===== src/rtl/hci_core_r_responder.sv =====
// hci_core_r_responder: target-side end of the HCI core protocol.
// Accepts requests against a credit budget, drives a fixed-latency SRAM-style
// memory port and returns in-order responses through a bypassable FIFO.
// Optional feature: define HCI_CORE_RESPONDER_ERR_EN to reject addresses
// >= MEM_SIZE (no memory access, response flagged with r_opc_o=1).
module hci_core_r_responder #(
  parameter int unsigned AW          = 32,
  parameter int unsigned DW          = 32,
  parameter int unsigned UW          = 1,
  parameter int unsigned MEM_LATENCY = 1,
  parameter int unsigned FIFO_DEPTH  = 2,
  parameter bit          WRITE_RESP  = 1'b1,
  parameter int unsigned MEM_SIZE    = 4096
) (
  input  logic            clk_i,
  input  logic            rst_ni,
  input  logic            clear_i,
  input  logic            req_i,
  output logic            gnt_o,
  input  logic [AW-1:0]   add_i,
  input  logic            we_n_i,
  input  logic [DW-1:0]   data_i,
  input  logic [DW/8-1:0] be_i,
  input  logic [UW-1:0]   user_i,
  input  logic            lrdy_i,
  output logic            r_valid_o,
  output logic [DW-1:0]   r_data_o,
  output logic            r_opc_o,
  output logic [UW-1:0]   r_user_o,
  output logic            mem_req_o,
  output logic            mem_we_o,
  output logic [AW-1:0]   mem_add_o,
  output logic [DW-1:0]   mem_wdata_o,
  output logic [DW/8-1:0] mem_be_o,
  input  logic [DW-1:0]   mem_rdata_i
);

  localparam int unsigned CW = $clog2(FIFO_DEPTH + 1);
  localparam int unsigned PW = (FIFO_DEPTH > 1) ? $clog2(FIFO_DEPTH) : 1;

  // Reject nonsensical configurations at elaboration time.
  if (MEM_LATENCY < 1 || FIFO_DEPTH < 1 || UW < 1 || MEM_SIZE < 1) begin : g_param_check
    $fatal(1, "hci_core_r_responder: invalid parameter set");
  end

  typedef struct packed {
    logic          vld;
    logic          we_n;
    logic [UW-1:0] user;
    logic          opc;
  } pipe_t;

  typedef struct packed {
    logic [DW-1:0] data;
    logic          opc;
    logic [UW-1:0] user;
  } resp_t;

  pipe_t         r_pipe [MEM_LATENCY];
  resp_t         r_fifo [FIFO_DEPTH];
  logic [PW-1:0] r_wptr, r_rptr;
  logic [CW-1:0] r_fill;
  logic [CW-1:0] r_cnt;

  logic  w_accept, w_err, w_resp_in;
  logic  w_fifo_empty, w_fifo_full, w_bypass, w_push, w_pop, w_hs;
  pipe_t w_tail;
  resp_t w_tail_resp;

`ifdef HCI_CORE_RESPONDER_ERR_EN
  assign w_err = ({1'b0, add_i} >= (AW + 1)'(MEM_SIZE));
`else
  assign w_err = 1'b0;
`endif

  // Grant is a function of registered credit state and the flush only.
  assign gnt_o     = ~clear_i & (r_cnt < CW'(FIFO_DEPTH));
  assign w_accept  = req_i & gnt_o;
  assign w_resp_in = w_accept & (we_n_i | WRITE_RESP);

  assign mem_req_o   = w_accept & ~w_err;
  assign mem_we_o    = ~we_n_i;
  assign mem_add_o   = add_i;
  assign mem_wdata_o = data_i;
  assign mem_be_o    = be_i;

  // Tail of the latency pipeline lines up with mem_rdata_i.
  assign w_tail      = r_pipe[MEM_LATENCY-1];
  assign w_tail_resp = '{data: (w_tail.we_n & ~w_tail.opc) ? mem_rdata_i : '0,
                         opc:  w_tail.opc,
                         user: w_tail.user};

  assign w_fifo_empty = (r_fill == '0);
  assign w_fifo_full  = (r_fill == CW'(FIFO_DEPTH));
  assign w_bypass     = w_tail.vld & w_fifo_empty & lrdy_i;
  assign w_push       = w_tail.vld & ~w_bypass;
  assign w_pop        = ~w_fifo_empty & lrdy_i;
  assign r_valid_o    = ~w_fifo_empty | w_bypass;
  assign w_hs         = r_valid_o & lrdy_i;

  // Response output mux: FIFO head has priority, bypass only when FIFO empty.
  always_comb begin
    // NOTE: every output gets a default first so no path leaves a latch behind.
    r_data_o = '0;
    r_opc_o  = 1'b0;
    r_user_o = '0;
    if (!w_fifo_empty) begin
      r_data_o = r_fifo[r_rptr].data;
      r_opc_o  = r_fifo[r_rptr].opc;
      r_user_o = r_fifo[r_rptr].user;
    end else if (w_bypass) begin
      r_data_o = w_tail_resp.data;
      r_opc_o  = w_tail_resp.opc;
      r_user_o = w_tail_resp.user;
    end
  end

  // Latency pipeline carrying response metadata alongside the memory access.
  always_ff @(posedge clk_i or negedge rst_ni) begin
    // NOTE: non-blocking assignments so every stage samples the pre-edge value.
    if (!rst_ni) begin
      for (int i = 0; i < MEM_LATENCY; i++) r_pipe[i] <= '0;
    end else if (clear_i) begin
      for (int i = 0; i < MEM_LATENCY; i++) r_pipe[i] <= '0;
    end else begin
      r_pipe[0] <= '{vld: w_resp_in, we_n: we_n_i, user: user_i, opc: w_err};
      for (int i = 1; i < MEM_LATENCY; i++) r_pipe[i] <= r_pipe[i-1];
    end
  end

  // FIFO control: pointers and fill level.
  always_ff @(posedge clk_i or negedge rst_ni) begin
    if (!rst_ni) begin
      r_wptr <= '0;
      r_rptr <= '0;
      r_fill <= '0;
    end else if (clear_i) begin
      r_wptr <= '0;
      r_rptr <= '0;
      r_fill <= '0;
    end else begin
      if (w_push) r_wptr <= (r_wptr == PW'(FIFO_DEPTH - 1)) ? '0 : r_wptr + 1'b1;
      if (w_pop)  r_rptr <= (r_rptr == PW'(FIFO_DEPTH - 1)) ? '0 : r_rptr + 1'b1;
      case ({w_push, w_pop})
        2'b10:   r_fill <= r_fill + 1'b1;
        2'b01:   r_fill <= r_fill - 1'b1;
        default: r_fill <= r_fill;
      endcase
    end
  end

  // FIFO payload storage, written on push.
  always_ff @(posedge clk_i) begin
    // NOTE: payload is not reset; the fill count alone decides what is valid.
    if (w_push) r_fifo[r_wptr] <= w_tail_resp;
  end

  // Credit counter: responses owed to the initiator.
  always_ff @(posedge clk_i or negedge rst_ni) begin
    if (!rst_ni) begin
      r_cnt <= '0;
    end else if (clear_i) begin
      r_cnt <= '0;
    end else begin
      case ({w_resp_in, w_hs})
        2'b10:   r_cnt <= r_cnt + 1'b1;
        2'b01:   r_cnt <= r_cnt - 1'b1;
        default: r_cnt <= r_cnt;
      endcase
    end
  end

  // The credit bound keeps the FIFO from ever being full while data arrives.
  assert property (@(posedge clk_i) disable iff (!rst_ni) !(w_fifo_full && w_tail.vld));

endmodule


===== config.mk =====
export PLATFORM = sky130hd
export DESIGN_NAME = hci_core_r_responder
export DESIGN_NICKNAME = d
export VERILOG_FILES = /design/src/rtl/hci_core_r_responder.sv
export SDC_FILE = /design/constraint.sdc
export NUM_CORES = 1
export LEC_CHECK = 0
export ABC_AREA = 1
export ABC_CLOCK_PERIOD_IN_PS = 5900
export BUFFER_PORTS_ARGS = -buffer_cell sky130_fd_sc_hd__buf_4
export CORE_MARGIN = 2
export CORE_UTILIZATION = 32
export DETAILED_ROUTE_END_ITERATION = 7
export GPL_ROUTABILITY_DRIVEN = 1
export PLACE_DENSITY = 0.68
export SYNTH_ARGS = -nofsm -noshare
export SYNTH_HDL_FRONTEND = slang
export SYNTH_SLANG_ARGS = --single-unit

===== constraint.sdc =====
create_clock -name clk_i -period 5.9 [get_ports clk_i]
set_input_delay 0.295 -clock clk_i [delete_from_list [all_inputs] [get_ports clk_i]]
set_output_delay 0.295 -clock clk_i [all_outputs]
set_load 0.01 [all_outputs]

==> flow_summary.ini, run 1 <==
[clock_network]
cts_tree = yes
cts.clk_slew.worst_paths_ns = 0.05
h-tree-depth = 3
cts_num_sinks = 75
clockRootBuffer = clkbuf_16
cts_buffers = 9
clock_path_buffers = 2
worst_skew_pair.late_latency_ns = 0.33
post_cts_buffers = 0

[final_layout]
num_antenna_cells = 0
nFillCells = 1253
stdcell_count = 591
area_growth_pct = 10.7
nets = 521
drive_gt1_frac = 0.294

[timing]
fmax_ghz = 0.336
postLayoutSetupSlackWorst_ns = 2.92
worstMarginPinSlew_ns = 1.20
rsz0062_at_grt = no
finalSetupTns_ns = 0
finalCritPeriodShare = 0.505
fin_crit_ns = 2.98
hold_viol = 0
maxSlewViolCount = 0
setup_violations = 0
skew_ns = 0.00449
slew_headroom = 0.198

[global_routing]
antenna_found_initial = 0
grt_max_degree = 37
grt_pass1_wl_mm = 13.3
grt_overflow_total = 0
grt_use_total = 0.131
grt_pass1_vias = 2604

[worst_setup_path]
path_class = flop to output port
r2r-end = r_fifo[1][15]$_DFFE_PP_
arrival_ns = 2.68
r2r_setup_slack_ns = 3.35
crit_path_end = r_data_o[19]
end_kind = output port
required_ns = 5.61
crit_start = r_rptr$_DFFE_PN0P_
r2r_cells = 4
r2r_start = r_fill[0]$_DFFE_PN0P_
cp-start-kind = flop
crit_fanout = 35

[die]
core_area_um2 = 12500
die_h_um = 116
rows = 41
die_area_um2 = 13500
fp.dieW_um = 116
start_util = 0.324
ios = 213

[yosys]
synth_edf_count = 66
ys_warn_count = 0
postSynthCellCount = 413
synth.most_common_cell = nor2_1
syn_area_um2 = 4040
yosys_most_used_dff = edfxtp_1
synth_cell_types = 25
synth_seq_area_share = 0.546
synth.avg_cell_area_um2 = 9.79
synth_common_cells = nor2_1 (71), buf_4 (69), edfxtp_1 (66), nand2_1 (47), inv_1 (41)
yosys.area.top_type = edfxtp_1
synthesis.nets = 520
netlist.area_leader.share = 0.490
synth_area_leaders = edfxtp_1 (49%), buf_4 (13%), nor2_1 (6.6%)
async_reset_ff_frac = 0.120
synth.ff_latch_count = 75

[routing]
first_pass_iters = 4
wirelength_mm = 9.03
drt-vias-per-instance = 4.48
drc = 0
detail_route.iter0.violations = 92
ant_nets = 0
wl_per_cell_um = 15.3
via_count = 2647

[outcome]
status = completed

[min_path]
hold_class = input port to flop

[power]
power_density_nw_per_um2 = 357
worst_ir_drop_vdd_v = 0.000142
power.leakage_nw = 1.97

[placed_design]
place_congestion = 0.680
placed_cells = 574
dp_hpwl_mm = 6.45
port_buffers = 75
dp_slack_ns = 3.26

[run]
drv_cap = 0
report_power, final:
part	total [mW]	leakage [nW]	internal (mW)	switching (mW)
registers	0.658	0.737	0.617	0.0416
clock network	0.494	0.127	0.296	0.198
logic	0.445	1.11	0.197	0.248
what timing repair did:
item,in CTS,in global routing
endpoints found under the hold margin,9,0
resized for setup,0,0
hold buffers,1,0
metal layers:
layer | track usage | routed length [um] | vias to the layer above
li1 | - | - | 1275
met1 | 0.139 | 3230 | 1250
met2 | 0.236 | 4860 | 90
met3 | 0.0337 | 696 | 32
met4 | 0.0746 | 238 | 0
met5 | 0 | 0 | -
stage by stage:
| step | hold WS, ns | util | cell area [um^2] | power, mW |
|---|---|---|---|---|
| floorplan | -0.000591 | - | 4040 | 0.995 |
| global placement | 0.127 | 0.337 | 4200 | 1.11 |
| detailed placement | 0.130 | 0.337 | 4200 | 1.12 |
| CTS | 0.164 | 0.359 | 4480 | 1.62 |
| global route | 0.173 | 0.359 | 4480 | 1.69 |
| finish | 0.175 | 0.359 | 4480 | 1.60 |
worst max-delay path, stage by stage (launching register included):
cell and delay (ns):
dfrtp_1 1.14, inv_2 0.53, o21ai_0 0.42, o21ai_2 0.09, buf_4 0.16
registers in the layout, indices dropped and copies added (netlist names):
register	count
r_cnt	2
r_fifo	66
r_fill	2
r_pipe	3
r_rptr	1
r_wptr	1
worst min-delay path by stage:
stage                     cells after the start  slack [ns]                   end    from
after detailed placement                      1        0.13  r_cnt[1]$_DFFE_PN0P_  rst_ni
final                                         3        0.18   r_pipe[1]$_DFF_PN0_  user_i
after CTS                                     3        0.16   r_pipe[1]$_DFF_PN0_  user_i
after global routing                          3        0.17   r_pipe[1]$_DFF_PN0_  user_i
after floorplan                               0     -0.0006  r_cnt[0]$_DFFE_PN0P_  rst_ni
after global placement                        1        0.13  r_cnt[1]$_DFFE_PN0P_  rst_ni
logic make-up after synthesis:
group,Yosys count,synth area share
xor gates and xnor gates,2,0.00434
buffers and inverters,129,0.197
and+or+nand+nor,132,0.137
other,1,0.000928
AOI/OAI and AO/OA,74,0.115
DFF,75,0.546
layout make-up:
| cell class | count | area (um^2) | area share |
|---|---|---|---|
| timing repair buffer | 76 | 573 | 0.128 |
| sequential | 75 | 2210 | 0.493 |
| inverter | 43 | 161 | 0.0361 |
| multi-input combinational | 209 | 1050 | 0.235 |
| clock inverter | 2 | 12.5 | 0.00280 |
| clock buffer | 14 | 254 | 0.0568 |
| tap | 172 | 215 | 0.0481 |
cells in the final DEF, fill, tap and decap left out, types with 2 or more instances in the layout:
cell type  instances
inv_2              2
buf_4             75
clkbuf_1           4
o21ai_2           24
dfrtp_1            9
inv_1             41
clkbuf_16          9
nand2_1           47
nand3_1            4
nor2_4             2
nand2_2            3
nand4_1            2
edfxtp_1          66
o21ai_0           33
a21oi_1            4
o21ai_1           12
nor2_1            70
Note: power is estimated with default switching activity, not from simulation.
==> run 2, diff against run 1 <==
--- a/config.mk
+++ b/config.mk
@@ -6,7 +6,7 @@
 export NUM_CORES = 1
 export LEC_CHECK = 0
 export ABC_AREA = 1
-export ABC_CLOCK_PERIOD_IN_PS = 5900
+export ABC_CLOCK_PERIOD_IN_PS = 3000
 export BUFFER_PORTS_ARGS = -buffer_cell sky130_fd_sc_hd__buf_4
 export CORE_MARGIN = 2
 export CORE_UTILIZATION = 32
==> constraint.sdc (replaced) <==
create_clock -name clk_i -period 3 [get_ports clk_i]
set_input_delay 0.15 -clock clk_i [delete_from_list [all_inputs] [get_ports clk_i]]
set_output_delay 0.15 -clock clk_i [all_outputs]
set_load 0.01 [all_outputs]
==> run 2 against run 1 <==
  * Flip-flop and latch count unchanged
  * Final area up 1.1%
  * Worst hold slack worse by 0.14 ns
  * Combinational power increased by 110%
  * Critical endpoint unchanged
  * Final cell count increased by 1.0%
  * Sequential power rose by 93%
  * Setup slack got worse by 2.1 ns
==> flow_summary.ini, run 2 (synthesis gave the netlist of run 1 again) <==
[outcome]
status = completed

[routing]
first_pass_iters = 4
ant_nets = 0
drc = 0
drt-vias-per-instance = 4.51
detail_route.iter0.violations = 172
wirelength_mm = 9.39
via_count = 2695
wl_per_cell_um = 15.7

[die]
die_area_um2 = 13500
rows = 41
die_h_um = 116
core_area_um2 = 12500
fp.dieW_um = 116
ios = 213
start_util = 0.324

[worst_setup_path]
cp-start-kind = flop
r2r_start = r_fill[1]$_DFFE_PN0P_
arrival_ns = 2.04
required_ns = 2.85
crit_family = flip-flops
r2r_setup_slack_ns = 1.25
crit_buf_inv = 2
r2r_cells = 5
r2r-end = r_fifo[1][2]$_DFFE_PP_
path_cells = inv_2, o21ai_0, o21ai_2, buf_4
max_stage_delay_ns = 0.69
cp_slowest_cell = dfrtp_1
crit_fanout = 35
end_kind = output port
path_class = flop to output port

[clock_network]
clock_path_buffers = 2
clockRootBuffer = clkbuf_16
cts_tree = yes
cts.clk_slew.worst_paths_ns = 0.06
cts_buffers = 9
cts_num_sinks = 75
h-tree-depth = 3
worst_skew_pair.late_latency_ns = 0.33

[power]
worst_ir_drop_vdd_v = 0.000258
power_mw = 3.16
clockPowerShare = 0.304
power.switching_mw = 0.996
comb_power_share = 0.294
p_int_mw = 2.17
power.leakage_nw = 2.00
power_frac_seq = 0.402
power_density_nw_per_um2 = 699
swShare = 0.315

[placed_design]
dp_hpwl_mm = 6.58
placed_area_um2 = 4240
place_congestion = 0.694
dp_slack_ns = 1.17
placed_cells = 580
port_buffers = 75

[final_layout]
nets = 527
top_regs = r_fifo x66, r_pipe x3
drive_gt1_frac = 0.308
largest_register = r_fifo
final_cell_mix = buf_4 (81), nor2_1 (70), edfxtp_1 (66)
num_antenna_cells = 0
nFillCells = 1250
final_common_cell = buf_4
largest_register_ffs = 66
stdcell_area_um2 = 4520
stdcell_count = 597
area_growth_pct = 12.0

[min_path]
min-delay-start = user_i
min_to = r_pipe[1]$_DFF_PN0_
hold_path_depth = 3
hold_class = input port to flop

[timing]
fmax_ghz = 0.458
hold_viol = 0
worstMarginPinSlew_ns = 0.550
finalCritPeriodShare = 0.728
maxSlewViolCount = 0
setup_violations = 0
slew_headroom = 0.633
fin_crit_ns = 2.19
rsz0062_at_grt = no
finalSetupTns_ns = 0
postLayoutSetupSlackWorst_ns = 0.815
skew_ns = 0.00541

[global_routing]
grt_max_degree = 36
grt_overflow_total = 0
groute.layer.met2.usage = 0.242
use_met1 = 0.148
gr-usage-met3 = 0.0436
grt_pass1_vias = 2765
grt_use_total = 0.137
antenna_found_initial = 0
top_usage_layer = met2
grt_pass1_wl_mm = 13.8

[run]
drv_cap = 0
## run 2: metrics by stage
| stage | hold slack (ns) | utilization |
|---|---|---|
| after floorplan | -0.146 | - |
| after global placement | -0.0187 | 0.340 |
| after detailed placement | -0.0159 | 0.340 |
| after CTS | 0.0254 | 0.363 |
| after global routing | 0.0366 | 0.363 |
| final | 0.0394 | 0.363 |
## run 2: routing by layer
layer / vias to the layer above / part of all wire
li1: 1289 / -
met1: 1272 / 0.36
met2: 101 / 0.54
met3: 33 / 0.079
met4: 0 / 0.026
met5: - / 0
## run 2: final cells by class
cell class	instances	area, um^2	area share
sequential	75	2210	0.488
multi-input combinational	209	1050	0.233
timing repair buffer	82	618	0.137
clock buffer	9	225	0.0498
tap	172	215	0.0476
inverter	43	161	0.0357
clock inverter	7	45.0	0.00996
## run 2: worst max-delay path by stage
stage / to / from / cells past startpoint
6_report: r_data_o[19] / r_rptr$_DFFE_PN0P_ / 4
5_1_grt: r_data_o[19] / r_rptr$_DFFE_PN0P_ / 4
4_1_cts: r_data_o[19] / r_rptr$_DFFE_PN0P_ / 4
3_5_place_dp: r_data_o[19] / r_rptr$_DFFE_PN0P_ / 4
3_3_place_gp: r_data_o[15] / r_rptr$_DFFE_PN0P_ / 4
2_1_floorplan: r_fifo[0][0]$_DFFE_PP_ / r_fill[0]$_DFFE_PN0P_ / 4
## run 2: power groups by stage
stage / registers [mW] / clock network [mW] / logic, mW
6_report: 1.27 / 0.961 / 0.931
5_1_grt: 1.28 / 1.03 / 1.04
4_1_cts: 1.27 / 0.984 / 0.944
3_5_place_dp: 1.29 / 0 / 0.938
3_3_place_gp: 1.29 / 0 / 0.924
2_1_floorplan: 1.27 / 0 / 0.684
## run 2: repair_timing
item / CTS / global route
endpoints found under the hold margin: 9 / 0
hold buffers: 1 / 0
gates resized for setup: 0 / 0
buffers inserted: 0 / 0
## run 2: tightest hold or removal path, cell delays in order
cell and delay (ns):
buf_4 0.11, inv_1 0.04, nor2_1 0.03
